--- src/rtl/vga_pkg.sv ---
// vga_pkg -- shared constants and helpers for the VGA frame reader.
//   640x480 @ 800x525 total timing, 300x300 image window, memory layout
//   (image region at 0, RAM result region at RAM_BASE), pipeline control
//   struct and the window test used for both current and next counts.
package vga_pkg;

    localparam int H_ACTIVE = 640;
    localparam int H_FP     = 16;
    localparam int H_SYNC   = 96;
    localparam int H_BP     = 48;
    localparam int H_TOTAL  = H_ACTIVE + H_FP + H_SYNC + H_BP;   // 800

    localparam int V_ACTIVE = 480;
    localparam int V_FP     = 10;
    localparam int V_SYNC   = 2;
    localparam int V_BP     = 33;
    localparam int V_TOTAL  = V_ACTIVE + V_FP + V_SYNC + V_BP;   // 525

    localparam int IMG_W    = 300;
    localparam int IMG_H    = 300;
    localparam int SIN_BASE = 90000;    // first word after the image region
    localparam int RAM_BASE = 90300;    // RAM result region base

    localparam int AW = 18;
    localparam int DW = 24;

    // Control bits carried alongside the memory read latency.
    typedef struct packed {
        logic hs;
        logic vs;
        logic act;
        logic win;
    } vga_ctl_t;

    localparam vga_ctl_t CTL_IDLE = '{hs: 1'b1, vs: 1'b1, act: 1'b0, win: 1'b0};

    function automatic logic in_window(input logic [9:0] h, input logic [9:0] v,
                                       input int x0, input int y0);
        return (int'(h) >= x0) && (int'(h) < x0 + IMG_W) &&
               (int'(v) >= y0) && (int'(v) < y0 + IMG_H);
    endfunction

endpackage

--- src/rtl/vga_frame_reader_if.sv ---
// vga_frame_reader_if -- memory port-B read bus.
//   address_b   : read address (reader -> memory)
//   read_data_b : read data {R,G,B}, READ_LATENCY cycles after the address
interface vga_frame_reader_if;
    import vga_pkg::*;

    logic [AW-1:0] address_b;
    logic [DW-1:0] read_data_b;

    modport master (output address_b, input  read_data_b);
    modport slave  (input  address_b, output read_data_b);
endinterface

--- src/rtl/vga_timing.sv ---
// vga_timing -- 800x525 raster counters and undelayed sync/active.
//   clk, rst        : pixel clock, synchronous active-high reset
//   o_h, o_v        : current counts
//   o_h_nxt,o_v_nxt : counts of the following cycle (for registered lookahead)
//   o_hsync,o_vsync : undelayed active-low sync, o_active: undelayed active area
//   o_frame_start   : registered pulse during the h=0,v=0 cycle
module vga_timing
    import vga_pkg::*;
(
    input  logic       clk,
    input  logic       rst,
    output logic [9:0] o_h,
    output logic [9:0] o_v,
    output logic [9:0] o_h_nxt,
    output logic [9:0] o_v_nxt,
    output logic       o_hsync,
    output logic       o_vsync,
    output logic       o_active,
    output logic       o_frame_start
);

    logic [9:0] r_h, r_v;
    logic       r_run;          // low for the first cycle after reset: hold at 0,0
    logic       r_frame_start;
    logic [9:0] w_h_nxt, w_v_nxt;

    always_comb begin
        w_h_nxt = r_h;
        w_v_nxt = r_v;
        if (r_run) begin
            if (r_h == 10'(H_TOTAL - 1)) begin
                w_h_nxt = '0;
                w_v_nxt = (r_v == 10'(V_TOTAL - 1)) ? '0 : r_v + 10'd1;
            end else begin
                w_h_nxt = r_h + 10'd1;
            end
        end
    end

    always_ff @(posedge clk) begin
        if (rst) begin
            r_h           <= '0;
            r_v           <= '0;
            r_run         <= 1'b0;
            r_frame_start <= 1'b0;
        end else begin
            r_h           <= w_h_nxt;
            r_v           <= w_v_nxt;
            r_run         <= 1'b1;
            r_frame_start <= (w_h_nxt == '0) && (w_v_nxt == '0);
        end
    end

    assign o_h           = r_h;
    assign o_v           = r_v;
    assign o_h_nxt       = w_h_nxt;
    assign o_v_nxt       = w_v_nxt;
    assign o_hsync       = !((r_h >= 10'(H_ACTIVE + H_FP)) &&
                             (r_h <  10'(H_ACTIVE + H_FP + H_SYNC)));
    assign o_vsync       = !((r_v >= 10'(V_ACTIVE + V_FP)) &&
                             (r_v <  10'(V_ACTIVE + V_FP + V_SYNC)));
    assign o_active      = (r_h < 10'(H_ACTIVE)) && (r_v < 10'(V_ACTIVE));
    assign o_frame_start = r_frame_start;

endmodule

--- src/rtl/vga_frame_reader.sv ---
// vga_frame_reader -- streams a 300x300 window from memory onto VGA.
//   clk, rst      : pixel clock (also memory port B), sync active-high reset
//   frame_select  : 0 = image region, 1 = RAM result region; taken at frame start
//   mem           : port-B read bus (address_b out, read_data_b in)
//   hsync, vsync  : active-low sync, delayed to line up with read data
//   vga_blank_n   : high in the 640x480 active area
//   vga_r/g/b     : pixel colour, zero outside the window
//   frame_start   : one-cycle pulse at h=0,v=0 (not delayed)
module vga_frame_reader
    import vga_pkg::*;
#(
    parameter int READ_LATENCY = 2,
    parameter int IMG_X0       = 170,
    parameter int IMG_Y0       = 90
) (
    input  logic                      clk,
    input  logic                      rst,
    input  logic                      frame_select,
    vga_frame_reader_if.master        mem,
    output logic                      hsync,
    output logic                      vsync,
    output logic                      vga_blank_n,
    output logic [7:0]                vga_r,
    output logic [7:0]                vga_g,
    output logic [7:0]                vga_b,
    output logic                      frame_start
);

    logic [9:0]    w_h, w_v, w_h_nxt, w_v_nxt;
    logic          w_hs, w_vs, w_act;
    logic          w_win_cur, w_win_nxt, w_sof_nxt;
    logic [AW-1:0] w_base_nxt, w_pix_nxt;
    vga_ctl_t      w_ctl;

    logic [AW-1:0] r_base, r_pix, r_addr;
    vga_ctl_t [READ_LATENCY-1:0] r_pipe;

    vga_timing u_timing (
        .clk           (clk),
        .rst           (rst),
        .o_h           (w_h),
        .o_v           (w_v),
        .o_h_nxt       (w_h_nxt),
        .o_v_nxt       (w_v_nxt),
        .o_hsync       (w_hs),
        .o_vsync       (w_vs),
        .o_active      (w_act),
        .o_frame_start (frame_start)
    );

    // address_b is a register, so it is computed from the next cycle's
    // counts; that keeps it in step with the undelayed in_window.
    assign w_win_cur  = in_window(w_h, w_v, IMG_X0, IMG_Y0);
    assign w_win_nxt  = in_window(w_h_nxt, w_v_nxt, IMG_X0, IMG_Y0);
    assign w_sof_nxt  = (w_h_nxt == '0) && (w_v_nxt == '0);
    assign w_base_nxt = w_sof_nxt ? (frame_select ? AW'(RAM_BASE) : '0) : r_base;
    assign w_pix_nxt  = w_sof_nxt ? '0 : (w_win_cur ? r_pix + AW'(1) : r_pix);

    always_ff @(posedge clk) begin
        if (rst) begin
            r_base <= '0;
            r_pix  <= '0;
            r_addr <= '0;
        end else begin
            r_base <= w_base_nxt;
            r_pix  <= w_pix_nxt;
            r_addr <= w_win_nxt ? w_base_nxt + w_pix_nxt : w_base_nxt;
        end
    end

    assign mem.address_b = r_addr;

    // Sync/active/window travel READ_LATENCY stages to meet the read data.
    assign w_ctl = '{hs: w_hs, vs: w_vs, act: w_act, win: w_win_cur};

    always_ff @(posedge clk) begin
        if (rst) begin
            for (int i = 0; i < READ_LATENCY; i++) r_pipe[i] <= CTL_IDLE;
        end else begin
            r_pipe[0] <= w_ctl;
            for (int i = 1; i < READ_LATENCY; i++) r_pipe[i] <= r_pipe[i-1];
        end
    end

    assign hsync       = r_pipe[READ_LATENCY-1].hs;
    assign vsync       = r_pipe[READ_LATENCY-1].vs;
    assign vga_blank_n = r_pipe[READ_LATENCY-1].act;
    assign {vga_r, vga_g, vga_b} = r_pipe[READ_LATENCY-1].win ? mem.read_data_b : '0;

endmodule

--- src/flat_wrapper.sv ---
// flat-port wrapper written by rule: the top's interface ports become plain ports
module vga_frame_reader_flat import vga_pkg::*;
#(
    parameter int READ_LATENCY = 2,
    parameter int IMG_X0       = 170,
    parameter int IMG_Y0       = 90
)
  (clk, rst, frame_select, hsync, vsync, vga_blank_n, vga_r, vga_g, vga_b, frame_start, mem_address_b, mem_read_data_b);
  vga_frame_reader_if mem_i ();
  input  logic clk;
  input  logic rst;
  input  logic frame_select;
  output logic hsync;
  output logic vsync;
  output logic vga_blank_n;
  output logic [7:0] vga_r;
  output logic [7:0] vga_g;
  output logic [7:0] vga_b;
  output logic frame_start;
  output wire logic [$bits(mem_i.address_b)-1:0] mem_address_b;
  input wire logic [$bits(mem_i.read_data_b)-1:0] mem_read_data_b;
  assign mem_address_b = mem_i.address_b;
  assign mem_i.read_data_b = mem_read_data_b;
  vga_frame_reader #(.READ_LATENCY(READ_LATENCY), .IMG_X0(IMG_X0), .IMG_Y0(IMG_Y0)) u_core (.clk(clk), .rst(rst), .frame_select(frame_select), .mem(mem_i), .hsync(hsync), .vsync(vsync), .vga_blank_n(vga_blank_n), .vga_r(vga_r), .vga_g(vga_g), .vga_b(vga_b), .frame_start(frame_start));
endmodule
--- config.mk ---
export PLATFORM = sky130hd
export DESIGN_NAME = vga_frame_reader_flat
export DESIGN_NICKNAME = d
export VERILOG_FILES = /design/src/rtl/vga_pkg.sv /design/src/rtl/vga_frame_reader_if.sv /design/src/rtl/vga_timing.sv /design/src/rtl/vga_frame_reader.sv /design/src/flat_wrapper.sv
export SDC_FILE = /design/constraint.sdc
export NUM_CORES = 1
export LEC_CHECK = 0
export ABC_AREA = 1
export BUFFER_PORTS_ARGS = -buffer_cell sky130_fd_sc_hd__buf_2
export CORE_MARGIN = 2
export CORE_UTILIZATION = 45
export CTS_CLUSTER_DIAMETER = 60
export DETAILED_ROUTE_END_ITERATION = 6
export PLACE_DENSITY_LB_ADDON = 0.2
export SETUP_SLACK_MARGIN = 0.05
export SKIP_LAST_GASP = 1
export SYNTH_ARGS = -nofsm -noshare
export SYNTH_HDL_FRONTEND = slang
export SYNTH_SLANG_ARGS = --single-unit
--- constraint.sdc ---
create_clock -name clk -period 6 [get_ports clk]
set_clock_uncertainty 0.05 [all_clocks]
set_input_delay 0.3 -clock clk [delete_from_list [all_inputs] [get_ports clk]]
set_output_delay 0.3 -clock clk [all_outputs]
set_load 0.01 [all_outputs]
* Word level (Yosys, flattened, before mapping)
Cells that the tools add are included.
** Word-level totals
- Register bits :: 84
- Bits in latches :: 0
- RAM bits :: 0
- ROM bits :: 0
- Input bits :: 27
- Memories kept :: 0
** Cells by class
- Add/subtract/negate cells :: 4
- $mul :: 0
- Divide/modulo/power cells :: 0
- $lt $le $gt $ge :: 14
- Equality and inequality tests :: 2
- Shift-type cells :: 0
- Muxes and demuxes :: 12
- Bitwise logic cells :: 0
- Reductions and logical operators :: 14
** Operators by type and width (count)
- 18-bit two-way mux :: 4
- 10-bit by 9-bit < comparator with 1-bit output (second input constant) :: 6
- 10-bit two-way mux :: 5
- 24-bit two-way mux :: 1
- 10-bit by 1-bit adder with 10-bit output (second input constant) :: 2
- 10-bit == test (second input constant) :: 2
- 10-bit by 7-bit >= comparator with 1-bit output (second input constant) :: 2
- 10-bit by 8-bit >= comparator with 1-bit output (second input constant) :: 2
- 10-bit zero test :: 2
- 10-bit < comparator (second input constant) :: 2
- 18-bit by 1-bit adder with 18-bit output (second input constant) :: 1
- 18-bit adder :: 1
- 17-bit two-way mux :: 1
- 10-bit >= comparator (second input constant) :: 1
- 10-bit by 9-bit >= comparator with 1-bit output (second input constant) :: 1
- 1-bit logical AND :: 10
- 1-bit zero test :: 2
- 1-bit two-way mux :: 1

* Longest topological paths before layout
- Word-level depth :: 9
- Depth in mapped cells :: 28
- Gate-level depth less buffers :: 27

* By module
A second synthesis with hierarchy kept.
** Unflattened totals
- Cells, all modules :: 872
- Area total of the unflattened synthesis :: 5477.8 µm²
** Modules (own cells, without submodules)
- vga_frame_reader :: instances 1, cells each 620, area an instance 4000.1 µm²
- vga_timing :: instances 1, cells each 252, area an instance 1477.7 µm²

* Worst setup path before layout
No wires, ideal clock.
- Kind :: reg2reg
- Start :: register u_core.u_timing.r_h[1] (netlist: u_core.u_timing.o_h[1])
- End :: register u_core.r_addr[12] (netlist: u_core.mem.address_b[12])
- Library setup time :: 0.079 ns
- Arrival time :: 3.695 ns
- Data required time :: 5.871 ns
- Slack :: 2.176 ns
- Cell stages (with the launch flop) :: 24
- Cell sequence :: dfxtp_1 -> ha_1 -> inv_1 -> nor2_1 -> nand4_1 -> nand2_1 -> nand2_1 -> nor2_1 -> nand2_1 -> nor2_1 -> nand4_2 -> inv_2 -> buf_2 -> nor2_1 -> ha_1 -> fa_1 -> nand3_1 -> nand2_1 -> a21boi_0 -> o21ai_0 -> a31oi_1 -> o21ai_0 -> xnor2_1 -> a22oi_1
** On the way
- Longest elaborated chain between the ends :: 8
- Elaborated cells on any way between the ends :: 26
** RTL lines
- start, declared :: line vga_timing.sv:22 : logic [9:0] r_h, r_v;
- start signal, assigned :: line vga_timing.sv:47 : r_h <= w_h_nxt;
- 10-bit by 1-bit adder with 10-bit output (tied with other cells) :: line vga_timing.sv:35 : w_h_nxt = r_h + 10'd1;
- 10-bit two-way mux or 1-bit logical AND (tied branches) :: line vga_timing.sv:31, vga_pkg.sv:39
- 10-bit two-way mux or 1-bit logical AND (tied branches) :: line vga_timing.sv:30, vga_pkg.sv:39
- 10-bit zero test or 1-bit logical AND (tied branches) :: line vga_frame_reader.sv:55, vga_pkg.sv:40
- 1-bit logical AND or 18-bit two-way mux (tied branches) :: line vga_frame_reader.sv:55, vga_frame_reader.sv:57
- 18-bit two-way mux * :: line vga_frame_reader.sv:57 : assign w_pix_nxt = w_sof_nxt ? '0 : (w_win_cur ? r_pix + AW'(1) : r_pix);
- via u_core.w_pix_nxt[0] :: line vga_frame_reader.sv:32 : logic [AW-1:0] w_base_nxt, w_pix_nxt;
- 18-bit adder * :: line vga_frame_reader.sv:67 : r_addr <= w_win_nxt ? w_base_nxt + w_pix_nxt : w_base_nxt;
- 18-bit two-way mux * :: line vga_frame_reader.sv:67
- end signal, assigned :: line vga_frame_reader.sv:67
- end, declared :: line vga_frame_reader.sv:35 : logic [AW-1:0] r_base, r_pix, r_addr;
The timed path passes the listed nets; every way through them passes the cells marked *.
A chain may end at the register's enable or synchronous reset.

* Worst setup path in the final report
- Start :: register u_core.u_timing.r_run
- End :: register u_core.r_addr[12] (netlist: u_core.mem.address_b[12])
** On the way
- Longest elaborated chain between the ends :: 6
- Elaborated cells on any way between the ends :: 16
** RTL lines
- start, declared :: line vga_timing.sv:23 : logic r_run;
- start signal, assigned :: line vga_timing.sv:44 : r_run <= 1'b0;
- start signal, assigned :: line vga_timing.sv:49 : r_run <= 1'b1;
- 10-bit two-way mux :: line vga_timing.sv:30 : if (r_run) begin
- 10-bit zero test :: line vga_frame_reader.sv:55 : assign w_sof_nxt = (w_h_nxt == '0) && (w_v_nxt == '0);
- 1-bit logical AND * :: line vga_frame_reader.sv:55
- 18-bit two-way mux * :: line vga_frame_reader.sv:56 : assign w_base_nxt = w_sof_nxt ? (frame_select ? AW'(RAM_BASE) : '0) : r_base;
- via u_core.w_base_nxt[2] :: line vga_frame_reader.sv:32
- 18-bit adder * :: line vga_frame_reader.sv:67
- 18-bit two-way mux * :: line vga_frame_reader.sv:67
Marked as above.

==> run_results.csv <==
group,metric,value,unit
synthesis,post_synth_num_cell_types,44,
floorplan,die-height,111,um
global_route,grt_use_met3,4.12,%
placement,port_buffers,72,
sta,finalHoldViolCount,0,
synthesis,synth_area,5120,um^2
global_route,grt_first_pass_wirelength,20900,um
clocking,worst_setup_hold_path_clk_slew,0.06,ns
clocking,numClockSinks,84,
synthesis,synth.yosys.seq_area_share,32.9,%
synthesis,yosysTopAreaCell,"dfxtp_1",
power,p_clk_share,44.6,%
placement,globalplace.congestion,0.896,
final_layout,seq_area,1680,um^2
floorplan,die-width,111,um
worst_setup_path,crit_buf_inv,3,
power,power_per_cell_area,214,nW/um^2
global_route,grt_overflow_total,0,
global_route,globalRouteTotalUtil,20.5,%
final_layout,nets,885,
route,detail_route.first_pass.iterations,5,
synthesis,postSynthCellCount,771,
sta,timing_max_transition_violations_final,0,
sta,period_share,82.9,%
global_route,grt_start_max_net_pins,63,
final_layout,final_util,53.3,%
clocking,cts.repair.resized,0,
route,drc,0,
floorplan,standard_cell_row_count,38,
worst_setup_path,worstPathArrival,5.12,ns
floorplan,number_of_top_level_pins,73,
synthesis,ys_warnings,0,
placement,dp_slack,1.19,ns
route,postRouteWirelength,12500,um
outcome,status,"finished, final reports clean",
final_layout,diodes,0,
clocking,max-clock-path-buffers,2,
worst_setup_path,path_class,"reg2reg",
final_layout,layout.cells.non_filler,979,
global_route,globalRouteMet1Util,28.4,%
worst_setup_path,critical-path-max-stage-delay,0.80,ns
sta,max_slew_margin,49.8,%
floorplan,core_area,11000,um^2
sta,rsz_0062_raised_after_global_routing,"no",
synthesis,edff_count_synth,0,
placement,hpwlAfterDp,9460,um
power,power.leakage,3.10,nW
route,vias,4936,
global_route,initial_antenna_violation_count,0,
power,switch_share,24.6,%
worst_setup_path,cp-end-kind,"register",
power,seq_power_share,46.2,%
route,vias_per_cell,5.04,
synthesis,dominantRegCellSynth,"dfxtp_1",
worst_setup_path,cp_max_stage_cell,"dfxtp_1",
worst_setup_path,worst-path-max-fanout,22,
power,fin_total_pwr,1.25,mW
floorplan,starting_density_of_the_core,46.6,%
placement,placed_area,5560,um^2
sta,max_slew.worst_pin.slew,0.753,ns
final_layout,drive_gt1_share,15.1,%
route,count_of_antenna_violating_nets_left_after_detailed_routing,0,
floorplan,floorplan.die_area,12200,um^2
synthesis,share_of_the_synthesized_area_in_the_top_cell_type,32.9,%
sta,final.setup.tns,0,ns
placement,place_inst,963,
synthesis,postSynthRegisterBits,84,
global_route,grt_pass1_vias,4464,
route,initialDrtViolationCount,244,
power,share_comb_of_total_power,9.1,%
power,worst_vdd_ir,0.149,mV
sta,setup_ws,1.03,ns
final_layout,fill_cells,1097,
worst_setup_path,critical_path.startpoint_type,"register",
final_layout,finish.instance_area,5860,um^2
power,p_int,0.944,mW
final_layout,footprint_of_the_multi_input_gates,2820,um^2
global_route,grt.met2_usage,32.6,%
final_layout,area_growth_syn_to_layout,14.5,%
worst_setup_path,cpLargestDelayFamily,"simple AND/OR/NAND/NOR gates",
synthesis,synth_area_per_cell,6.64,um^2
sta,finalWorstPathRequiredPeriod,4.97,ns
hold_path,hold_class,"in2reg",
clocking,post_cts_repair_timing_setup_buffer_count,0,
synthesis,synth.net_count,822,
clocking,numCtsBuffers,9,
clocking,worst_skew_pair.late_latency,0.34,ns
synthesis,synthTopCellsByArea,"dfxtp_1, nand2_1, inv_1, nor2_1, ha_1",
clocking,ctsHoldBuffers,0,
clocking,tritoncts,"done",
power,switchingPower,0.309,mW
sta,hold-worst-slack,0.307,ns
sta,achievable-frequency,0.201,GHz
synthesis,yosysMostFrequentCell,"nand2_1",
route,routed_wire_length_per_instance,12.7,um
synthesis,synth_async_sr_flop_share,0,%
clocking,htree_levels,3,
worst_setup_path,required,6.15,ns
synthesis,synth_commonest_cells,"nand2_1, inv_1, nor2_1",
worst_setup_path,timing.critical_path.cells,"nand2_1, nor2_2, nand4_1, nand3_1, nand2_1, nor2_1, nand2_1, nor2_1, nand4_2, buf_4, inv_2, buf_4, nor2_1, nor2_1, ha_1, nand3_1, nand2_1, a21boi_0, o21ai_0, a31oi_1, o21ai_0, xnor2_1, a22oi_1",
job,drv.max_cap_violation_count,0,
clocking,clock-root-buffer,"clkbuf_16",
sta,setup_viol_count_final,0,
global_route,globalRoute.busiestLayer,"met2",
==> final timing paths <==
check | start | slack (ns) | end | depth (start not counted)
setup / recovery | u_core.u_timing.r_run | 1.03 | u_core.mem.address_b[12] | 23
hold reg to reg | u_core.r_pipe[0] | 0.35 | u_core.r_pipe[4] | 2
setup reg to reg | u_core.u_timing.r_run | 1.03 | u_core.mem.address_b[12] | 23
hold / removal | frame_select | 0.31 | u_core.r_base[2] | 3
==> state kept, by name, summed over array words and instances, names as in the netlist <==
signal / cells
u_core.vga_blank_n: 1
u_core.u_timing.o_v: 10
u_core.u_timing.r_run: 1
u_core.mem.address_b: 18
u_core.r_base: 18
u_core.r_pix: 18
u_core.hsync: 1
u_core.u_timing.o_frame_start: 1
u_core.u_timing.o_h: 10
u_core.vsync: 1
u_core.r_pipe: 5
==> per-layer routing <==
layer	up-vias	wire, um
li1	2558	-
met1	2240	6110
met2	131	5550
met3	7	681
met4	0	119
met5	-	0
==> layout make-up <==
cell class                      count  share of cell area, %
Clock buffer                       10                   4.08
Clock inverter                      6                   1.07
Inverter                          132                   8.48
Multi-Input combinational cell    532                   48.1
Sequential cell                    84                   28.7
Tap cell                          140                   2.99
Timing Repair Buffer               75                   6.54
==> cells by family after synthesis <==
family          count (synthesis)  share of synthesized area [%]
simple gates                  392                           34.3
flops                          84                           32.9
xor+xnor                       29                           4.96
fa+ha+maj                      24                           6.01
buf+inv                       155                           12.0
compound gates                 87                           9.85
==> power groups by stage <==
stage | Clock, mW | Sequential, mW | Combinational [mW]
after floorplan | 0 | 0.592 | 0.0822
after global placement | 0 | 0.591 | 0.112
after detailed placement | 0 | 0.591 | 0.114
after CTS | 0.572 | 0.579 | 0.115
after global routing | 0.595 | 0.580 | 0.128
final | 0.559 | 0.579 | 0.114
==> layout by cell type, fill, tap and decap left out, drive strengths merged, types with 4 or more instances in the layout <==
cell / synthesis / final
nor2: 122 / 122
or2: 4 / 4
a22oi: 7 / 7
inv: 130 / 131
dfxtp: 84 / 84
o21ai: 32 / 32
xor2: 21 / 21
nand2: 166 / 166
nand3: 48 / 48
clkinv: 2 / 6
buf: 14 / 75
nor3: 29 / 29
ha: 23 / 23
xnor2: 8 / 8
nand4: 17 / 17
a21oi: 40 / 40
clkbuf: 9 / 10
==> worst min-delay path, delay by kind of cell <==
| kind | cells | cell delay (ns) |
|---|---|---|
| buffers and inverters | 1 | 0.09 |
| AND/OR/NAND/NOR | 2 | 0.25 |
(Power assumes the default switching activity.)
